--- config.mk ---
export PLATFORM = sky130hd
export DESIGN_NAME = csi2_raw10_unpacker
export DESIGN_NICKNAME = d
export VERILOG_FILES = /design/src/rtl/csi2_pkg.sv /design/src/rtl/csi2_raw10_group_decode.sv /design/src/rtl/csi2_raw10_unpacker.sv
export SDC_FILE = /design/constraint.sdc
export NUM_CORES = 1
export LEC_CHECK = 0
export CAP_MARGIN = 0
export CORE_ASPECT_RATIO = 0.7
export CORE_MARGIN = 3
export CORE_UTILIZATION = 37
export CTS_CLUSTER_SIZE = 30
export DETAILED_ROUTE_END_ITERATION = 8
export SLEW_MARGIN = 20
export SYNTH_ARGS = -nofsm -noshare
export SYNTH_HDL_FRONTEND = slang
export SYNTH_SLANG_ARGS = --single-unit
--- constraint.sdc ---
create_clock -name clock -period 9.2 [get_ports clock]
set_clock_uncertainty 0.1 [all_clocks]
set_input_delay 1.38 -clock clock [delete_from_list [all_inputs] [get_ports clock]]
set_output_delay 1.38 -clock clock [all_outputs]
set_load 0.03 [all_outputs]
--- src/rtl/csi2_pkg.sv ---
// CSI-2 shared definitions: data types, unpacker states,
// and RAW10 packing geometry.
package csi2_pkg;

    localparam logic [5:0] DT_RAW8     = 6'h2A;
    localparam logic [5:0] DT_RAW10    = 6'h2B;
    localparam logic [5:0] DT_RAW12    = 6'h2C;
    localparam logic [5:0] DT_YUV422_8 = 6'h1E;

    localparam int RAW10_GROUP_BYTES = 5;

    typedef enum logic [1:0] {
        IDLE,
        ACTIVE,
        SKIP
    } state_t;

    // A RAW10 line must hold a whole, non-empty number of groups
    function automatic logic wc_ok(input logic [15:0] wc);
        return (wc != 16'd0) &&
               ((wc % 16'(RAW10_GROUP_BYTES)) == 16'd0);
    endfunction

endpackage

--- src/rtl/csi2_raw10_group_decode.sv ---
// RAW10 group decode: five payload bytes to four 10-bit pixels.
// Byte 4 carries the two LSBs of each pixel, pixel 0 lowest.
module csi2_raw10_group_decode
    import csi2_pkg::*;
(
    input  logic [RAW10_GROUP_BYTES-1:0][7:0] group_bytes,
    output logic [3:0][9:0]                   group_pixel
);

    // Pair each MSB byte with its 2-bit slice of the LSB byte
    always_comb begin
        group_pixel = '0;
        for (int n = 0; n < 4; n++) begin
            group_pixel[n] = {group_bytes[n],
                              group_bytes[4][2*n +: 2]};
        end
    end

endmodule

--- src/rtl/csi2_raw10_unpacker.sv ---
// RAW10 long-packet unpacker behind the CSI-2 receiver.
// Collects payload bytes and emits 4-pixel groups with line_end.
module csi2_raw10_unpacker
    import csi2_pkg::*;
#(
    parameter logic [1:0] VIRTUAL_CHANNEL = 2'd0,
    parameter logic [5:0] DATA_TYPE       = DT_RAW10
) (
    input  logic            clock,
    input  logic            reset_n,
    input  logic [1:0]      virtual_channel,
    input  logic [15:0]     word_count,
    input  logic [3:0][7:0] image_data,
    input  logic [5:0]      image_data_type,
    input  logic            image_data_enable,
    output logic [3:0][9:0] pixel,
    output logic            pixel_enable,
    output logic            line_end,
    output logic            error
);

    state_t          state_q;
    logic            enable_q;
    logic [15:0]     wc_q;
    logic [15:0]     rcvd_q;
    logic [7:0][7:0] byte_buf_q;
    logic [3:0]      fill_q;

    logic            hdr_match;
    logic            wc_valid;
    logic            start;
    logic            start_ok;
    logic            bad_wc;
    logic            append;
    logic            trunc;
    logic            emit;
    logic            last_group;
    logic [3:0]      base_fill;
    logic [3:0]      new_fill;
    logic [15:0]     base_rcvd;
    logic [15:0]     cur_wc;
    logic [15:0]     remaining;
    logic [15:0]     new_rcvd;
    logic [2:0]      take;
    logic [7:0][7:0] merged;
    logic [7:0][7:0] shifted;
    logic [3:0][9:0] group_pixel;

    assign hdr_match = (virtual_channel == VIRTUAL_CHANNEL) &&
                       (image_data_type == DATA_TYPE);
    assign wc_valid  = wc_ok(word_count);

    // enable_q resets high so a packet already in flight at
    // reset release is not mistaken for a fresh rising edge.
    assign start    = (state_q == IDLE) && image_data_enable &&
                      !enable_q;
    assign start_ok = start && hdr_match && wc_valid;
    assign bad_wc   = start && hdr_match && !wc_valid;

    assign append = start_ok ||
                    ((state_q == ACTIVE) && image_data_enable);
    assign trunc  = (state_q == ACTIVE) && !image_data_enable &&
                    (rcvd_q != wc_q);

    assign base_fill = start_ok ? 4'd0 : fill_q;
    assign base_rcvd = start_ok ? 16'd0 : rcvd_q;
    assign cur_wc    = start_ok ? word_count : wc_q;
    assign remaining = cur_wc - base_rcvd;

    assign take = !append               ? 3'd0 :
                  (remaining >= 16'd4)  ? 3'd4 :
                                          remaining[2:0];

    assign new_fill   = base_fill + {1'b0, take};
    assign new_rcvd   = base_rcvd + {13'd0, take};
    assign emit       = new_fill >= 4'(RAW10_GROUP_BYTES);
    assign last_group = emit && (new_rcvd == cur_wc);
    assign shifted    = merged >> (8 * RAW10_GROUP_BYTES);

    // Append this beat's accepted bytes behind the buffered ones
    always_comb begin
        merged = start_ok ? '0 : byte_buf_q;
        for (int k = 0; k < 4; k++) begin
            if (3'(k) < take) begin
                merged[3'(base_fill) + 3'(k)] = image_data[k];
            end
        end
    end

    csi2_raw10_group_decode u_decode (
        .group_bytes (merged[4:0]),
        .group_pixel (group_pixel)
    );

    // Packet state: qualify the header on each enable rising edge
    always_ff @(posedge clock or negedge reset_n) begin
        if (!reset_n) begin
            state_q  <= IDLE;
            enable_q <= 1'b1;
            wc_q     <= '0;
        end else begin
            enable_q <= image_data_enable;
            unique case (state_q)
                IDLE: begin
                    if (start) begin
                        state_q <= start_ok ? ACTIVE : SKIP;
                        wc_q    <= word_count;
                    end
                end
                ACTIVE, SKIP: begin
                    if (!image_data_enable) state_q <= IDLE;
                end
                default: state_q <= IDLE;
            endcase
        end
    end

    // Byte buffer and counter; flushed whenever enable is low
    always_ff @(posedge clock or negedge reset_n) begin
        if (!reset_n) begin
            byte_buf_q <= '0;
            fill_q     <= '0;
            rcvd_q     <= '0;
        end else if (append) begin
            byte_buf_q <= emit ? shifted : merged;
            fill_q     <= emit ?
                          new_fill - 4'(RAW10_GROUP_BYTES) :
                          new_fill;
            rcvd_q     <= new_rcvd;
        end else if (!image_data_enable) begin
            byte_buf_q <= '0;
            fill_q     <= '0;
            rcvd_q     <= '0;
        end
    end

    // Registered pixel group, line marker and error pulse
    always_ff @(posedge clock or negedge reset_n) begin
        if (!reset_n) begin
            pixel        <= '0;
            pixel_enable <= 1'b0;
            line_end     <= 1'b0;
            error        <= 1'b0;
        end else begin
            pixel_enable <= emit;
            line_end     <= last_group;
            error        <= bad_wc || trunc;
            if (emit) pixel <= group_pixel;
        end
    end

endmodule

==> results.md <==
- Status: finished, violations left
- Violated checks: negative setup slack
- Antenna viol nets, final: 0
- Arrival time of the worst setup path: 12120 ps
- Initial core utilization: 0.3774
- Initial antenna violation count: 1
- Ys flop type: dfrtp_1
- GR Overflow Total: 0
- Overall via count from detail_route: 16690
- Vias in the first global route: 15990
- CP Data Required Time: 9450 ps
- Max-Slew Margin vs Limit: 0.3590
- Rows: 58
- Syn_area_per_cell: 7.978 um^2
- Final core utilization: 0.6008
- Synth Instances: 1706
- Final WL: 65730 um
- Total track usage: 0.3223
- Slack of the critical path: -2663 ps
- CTS tree: built
- Most common cell on crit path: buf_4
- Seq/Total Area, Yosys: 0.2685
- Die H: 166.5 um
- Die Wd: roughly 240 um
- CTS sink cnt: 146
- Worst-Skew Late Latency: 460 ps
- Final TNS setup: -303140 ps
- Area post-placement: 18460 um^2
- IO buf count: 101
- Remaining DRCs: 0
- Final Wtd Congestion: ~0.97
- Asr flop ratio synth: 1.000
- Yosys cell types: 112
- CTS buffer count: 17
- First-pass GRT wire length: about 100000 um
- Share of layout cells above drive strength 1: 0.4043
- Area growth syn-to-layout: 59.20%
- Fmax: ~84 MHz
- Pwr Density: between 100 and 150 nW/um^2
- Hold WC Path Type: flop to flop
- Clock transition at the registers of the reported paths: 70 ps
- Clock buffer depth: 2
- Post-synth EDFFs: 0
- # nets final: 2319
- Largest net degree at the start of global routing: 80
- Fin. Hold Viols: 0
- RSZ-0062 raised after global routing: true
- Iter 0 DRT Violations: 2455
- Max stage delay on crit path: 540 ps
- Final setup vio count: 126
- Startpoint Class: input port
- IO Count: ~100
- Leakage: around 0.0091 uW
- Syn_nets: ~1800
- Max Cap Violations: 0
- Pre-CTS WS: -3645 ps
- Via/cell ratio: 6.119
- Mapped Area: 13610 um^2
- Drt pass-1 iters: 9
- Die area: 39160 um^2
- Wire per inst: about 24 um
- DP HPWL: around 47000 um
- Tcrit/Tclk final: 1.289
- Worst VDD drop: 120.5 uV
- CP Capture Type: flop
- CTS Root Cell: clkbuf_16
- Worst path slowest cell: or4_4
- H-Tree Depth: 4
- CP Class: input port to flop
- Core Box Area: 36070 um^2
- Tmin final: between 10000 and 15000 ps
- Synth warn: 0
- Final instance area: 21670 um^2
- Worst slew pin tran: 961.6 ps
- CTS Hold Bufs: 0
- CP Max Fanout: 5
- Max-slew violations: 0
- Synth Register Bits: 146
-- cells in the mapped netlist (10+ instances only) --
cell type	number	area [um^2]
nand2_1	199	747.0
nor2_1	146	548.0
dfrtp_1	145	3628
a21oi_1	84	420.4
clkbuf_1	81	304.0
o21ai_0	63	315.3
nand3_1	61	305.3
inv_1	58	217.7
nor3_1	45	225.2
mux2i_1	44	440.4
a22o_1	39	341.6
xnor2_1	39	341.6
o21ai_1	35	175.2
o31ai_1	35	262.8
mux2_2	32	360.4
buf_2	30	150.1
a222oi_1	27	270.3
a211oi_1	26	195.2
ha_1	26	325.3
o211ai_1	25	187.7
and3_1	24	150.1
xor2_1	21	183.9
nor4_1	19	118.9
a31oi_1	18	112.6
nand4_1	18	112.6
nor2b_1	18	112.6
or3_1	18	112.6
buf_1	16	60.06
nand2b_1	14	87.58
o221ai_1	14	122.6
nor3b_1	13	97.59
a22oi_1	12	90.09
mux2_1	12	135.1
o22ai_1	12	75.07
a21boi_1	11	82.58
a311oi_1	11	96.34
and2_1	11	68.82
o311a_1	10	100.1
-- sequential cells by signal (all words and copies together), names as in the netlist --
name / count
byte_buf_q: 64
enable_q: 1
error: 1
fill_q: 4
line_end: 1
pixel: 40
pixel_enable: 1
rcvd_q: 16
state_q: 2
wc_q: 16
-- repair_timing --
item	CTS	global route
resized for setup	279	172
gates cloned	15	1
endpoints found under the setup margin	126	126
setup buffers	60	34
pin swaps	88	100
-- metrics by stage --
step / hold slack, ps / total power, uW / std cells
CTS: 387.2 / 2879 / 2708
global route: 420.0 / 3172 / 2726
global placement: 358.5 / 2107 / 2605
detailed placement: 365.6 / 2108 / 2605
floorplan: 348.4 / 1441 / 1706
finish: 394.5 / 3032 / 2728
-- where the power goes --
| group | internal (uW) | leakage, uW | total (uW) | switching, uW |
|---|---|---|---|---|
| clock network | 359 | 0.000272 | 706 | 347 |
| logic | 766 | 0.00685 | 1610 | 844 |
| registers | 673 | 0.00201 | 716 | 43.2 |
| total | 1800 | 0.00913 | 3030 | 1230 |
-- per-layer routing --
layer | wire, um | share of wire | track usage | up-vias
li1 | - | - | - | 7516
met1 | 31570 | 0.48 | 0.5083 | 8144
met2 | 24800 | 0.38 | 0.4121 | 910
met3 | 8026 | 0.12 | 0.1102 | 122
met4 | 1331 | 0.020 | 0.06871 | 0
met5 | 0 | 0 | 0 | -
-- worst max-delay path, delay by kind of cell --
family,cells,cell delay (ps)
compound gates,21,4790
simple gates,18,4160
buf+inv,8,1070
fa+ha+maj,3,680
-- kinds of logic (layout without fill, tap and decap cells) --
group,after synthesis,in the layout,share of synthesized area
adder cells (fa/ha/maj),30,30,0.02758
multiplexers,88,88,0.06876
other,0,2,0
flip-flops,146,146,0.2685
AND/OR/NAND/NOR,637,637,0.2306
AO/OA/AOI/OAI,548,548,0.3045
XOR/XNOR,60,60,0.03861
buffers and inverters,197,737,0.06150
-- worst paths after layout --
| check | from | to | slack [ps] | depth (start not counted) |
|---|---|---|---|---|
| max reg2reg | state_q[0]$_DFFE_PN0P_ | line_end$_DFF_PN0_ | 1980 | 31 |
| min reg2reg | byte_buf_q[9]$_DFFE_PN0P_ | byte_buf_q[9]$_DFFE_PN0P_ | 390 | 2 |
| max | word_count[11] | line_end$_DFF_PN0_ | -2660 | 50 |
| min in group asynchronous | reset_n | pixel[10]$_DFFE_PN0N_ | 880 | 1 |
| min | byte_buf_q[9]$_DFFE_PN0P_ | byte_buf_q[9]$_DFFE_PN0P_ | 390 | 2 |
| max in group asynchronous | reset_n | rcvd_q[6]$_DFFE_PN0P_ | 6630 | 2 |
-- final cells by class --
cell class	instances	area (um^2)
inverter	61	239.0
fill	3088	14400
timing repair buffer	644	5768
clock inverter	15	141.4
tap	480	600.6
sequential	146	3655
antenna	2	5.005
clock buffer	17	425.4
multi-input combinational	1363	10830
-- cell usage in the layout (no fill, tap or decap), drive strengths merged, types with 12 or more instances in the layout --
cell	n
nor4	20
a222oi	27
nor3b	13
dfrtp	145
nand3	62
mux2	44
nor3	49
inv	68
o221ai	14
o211ai	25
nand4	18
mux2i	44
buf	549
a211oi	27
nor2b	18
nor2	149
o21ai	98
a311oi	12
ha	26
nand2	202
o31ai	35
a21oi	88
clkdlybuf4s50	94
o22ai	12
clkbuf	18
xor2	21
xnor2	39
a22oi	12
a31oi	21
and3	24
nand2b	14
a22o	39
a21boi	13
or3	18
(Power assumes the default switching activity.)
==> variant, RTL diff (same flow settings) <==
Encoding of `state_t`: now one-hot (3 bits for 3 states).
--- a/src/rtl/csi2_pkg.sv
+++ b/src/rtl/csi2_pkg.sv
@@ -9,10 +9,10 @@
 
     localparam int RAW10_GROUP_BYTES = 5;
 
-    typedef enum logic [1:0] {
-        IDLE,
-        ACTIVE,
-        SKIP
+    typedef enum logic [2:0] {
+        IDLE   = 3'b001,
+        ACTIVE = 3'b010,
+        SKIP   = 3'b100
     } state_t;
 
     // A RAW10 line must hold a whole, non-empty number of groups
Formal check against the unedited RTL: no difference found for any inputs over 4 cycles, from zero or initial values and one cycle with reset_n low; so few cycles prove little.
==> variant against the unedited design <==
  * The flow still finishes with violations (negative setup slack)
  * Die area is 5.2% lower
  * Routed wire length fell by 9.2%
  * First-iteration DRC count fell by 19%
  * Critical path type unchanged
  * Synthesized area shrank 5.4%
  * Clock power up 12%
  * Total power down 17%
  * Setup slack better by 0.15 ns
  * Cell count fell by 7.9%
  * Sequential power decreased by 4.6%
  * Largest cell class unchanged
  * Sequential cell count up 1
  * Final area fell by 7.7%
==> variant: results (changes against the unedited design) <==
stage,metric,value,unit,change
run_status,status,"complete, but fails checks",,unchanged
run_status,violations,negative setup slack,,unchanged
synthesis,synth-seq-area-share,28.6,%,was 26.9%
global_routing,grt_max_degree,78,,was 80
clock_network,clkTransAtPathRegs,0.07,ns,about the same
synthesis,synth_xor_area_share,3.72,%,was 3.86%
min_path,min_path_type,reg -> reg,,unchanged
critical_path,cp_top_family,simple AND/OR/NAND/NOR gates,,was compound AO/OA/AOI/OAI gates
global_routing,grt.total_usage,29.7,%,was 32.2%
synthesis,synth.area.mux_share,7.44,%,was 6.88%
synthesis,ys_top_cells_by_count,"163 x nand2_1, 145 x dfrtp_1, 121 x nor2_1",,"was 199 x nand2_1, 146 x nor2_1, 145 x dfrtp_1"
routing,drtPass1Iterations,8,,was 9
global_routing,antenna_found_initial,0,,was 1
critical_path,worst_ep_arrival_time,11.99,ns,was 12.12 ns
finish,antennaDiodeCount,0,,was 2
critical_path,slowest_delay,0.69,ns,was 0.54 ns
clock_network,numCtsBuffers,17,,unchanged
sta,setup_slack,-2.51,ns,was -2.66 ns
clock_network,cts_htree_levels,4,,unchanged
routing,viasPerCell,6.18,,was 6.12
finish,final_net_count,2119,,was 2319
placement,dpl_cell_area,17100,µm²,was 18500 µm²
placement,dp_hpwl,40700,µm,was 47000 µm
synthesis,synth_warnings,0,,unchanged
finish,fillers,2938,,was 3088
placement,gp_congestion,1.01,,was 0.970
clock_network,cts_root_buf,clkbuf_16,,unchanged
synthesis,synth-adder-area-share,2.72,%,was 2.76%
finish,reg_top3,"byte_buf_q (64), pixel (40)",,unchanged
finish,drive_gt1_share,39.7,%,was 40.4%
synthesis,synth_compound_area_share,28.6,%,was 30.4%
pwr,power_leakage,8.32,nW,was 9.13 nW
routing,drtIter0Drc,1978,,was 2455
sta,worst_pin_slew,0.997,ns,was 0.962 ns
synthesis,async_flop_share,100,%,unchanged
clock_network,insertion_delay,0.47,ns,
sta,setup_tns,-287.20,ns,was -303.14 ns
critical_path,crit_path_max_fanout,7,,was 5
synthesis,synth_fp_nets,1693,,was 1792
min_path,hold_depth,2,,unchanged
critical_path,cp_slowest_cell,or4b_4,,was or4_4
clock_network,clockBufferDepth,2,,unchanged
global_routing,grt_pass1_vias,14600,,was 16000
synthesis,synth_area_leaders,"dfrtp_1 28%, nand2_1 4.8%, mux2_2 4.0%",,"was dfrtp_1 27%, nand2_1 5.5%, nor2_1 4.0%"
global_routing,grt_pass1_wl,85700,µm,was 98900 µm
critical_path,ff2ff_path_depth,30,,was 31
routing,routed_wl,59700,µm,was 65700 µm
placement,port_buffers,101,,unchanged
synthesis,ys_types,107,,was 112
pwr,ir_drop,0.112,mV,was 0.121 mV
sta,setup_violations,126,,unchanged
variant: through the flow:
| stage | setup slack [ns] | hold slack (ns) | std cells |
|---|---|---|---|
| final | -2.51 | 0.388 | 2512 |
| after global routing | -2.85 | 0.406 | 2512 |
| after CTS | -2.26 | 0.388 | 2485 |
| after detailed placement | -3.83 | 0.371 | 2408 |
| after global placement | -3.60 | 0.363 | 2408 |
| after floorplan | -3.12 | 0.349 | 1609 |
variant: area by class of cell:
class                   instances  area, µm²  area share, %
clock buffers                  19        443           2.21
well taps                     464        581           2.90
multi-input cells            1279      10000           50.2
inverters                      53        205           1.03
repair buffers                537       4850           24.3
clock inverters                13        196          0.982
flip-flops and latches        147       3680           18.4
variant: per-layer routing:
layer	routed length [µm]	share of wire, %	vias to the layer above	global-route usage, %
met3	8690	15	150	13.4
met4	1410	2.4	2	7.78
met5	39	0.065	-	0
li1	-	-	6912	-
met1	26500	44	7460	42.9
met2	23100	39	1005	39.4
variant: cell families after synthesis:
kind of cell,count (synthesis)
compound gates,523
xor+xnor,53
fa+ha+maj,28
buf+inv,185
flops,147
mux,88
simple gates,585
variant: timing repair:
action                                  CTS  global route
endpoints found under the setup margin  126           126
gates resized for setup                 205           198
pin swaps                                63            60
buffers inserted                         41            19
gates cloned                              5            12
endpoints found under the hold margin     0             0
variant: where the power goes:
part / switching [W] / total [W] / internal, W
Sequential: 0.0000212 / 0.000683 / 0.000662
Clock: 0.000325 / 0.000791 / 0.000467
Combinational: 0.000547 / 0.00104 / 0.000494
variant: worst paths after layout:
kind	end	slack [ns]	start
min reg2reg	byte_buf_q[41]$_DFFE_PN0P_	0.39	byte_buf_q[41]$_DFFE_PN0P_
min	byte_buf_q[41]$_DFFE_PN0P_	0.39	byte_buf_q[41]$_DFFE_PN0P_
min in group asynchronous	error$_DFF_PN0_	0.84	reset_n
max reg2reg	byte_buf_q[12]$_DFFE_PN0P_	1.13	state_q[0]$_DFFE_PN1P_
max in group asynchronous	byte_buf_q[57]$_DFFE_PN0P_	6.71	reset_n
max	byte_buf_q[12]$_DFFE_PN0P_	-2.51	word_count[15]
variant: worst reg2reg max path, delay by kind of cell, from the launching register on:
| family | cells | cell delay (ns) |
|---|---|---|
| AO/OA/AOI/OAI | 7 | 1.18 |
| XOR/XNOR | 2 | 0.29 |
| adder cells (fa/ha/maj) | 4 | 1.00 |
| buffers and inverters | 7 | 1.12 |
| flip-flops | 1 | 0.57 |
| multiplexers | 1 | 0.28 |
| AND/OR/NAND/NOR | 9 | 3.50 |
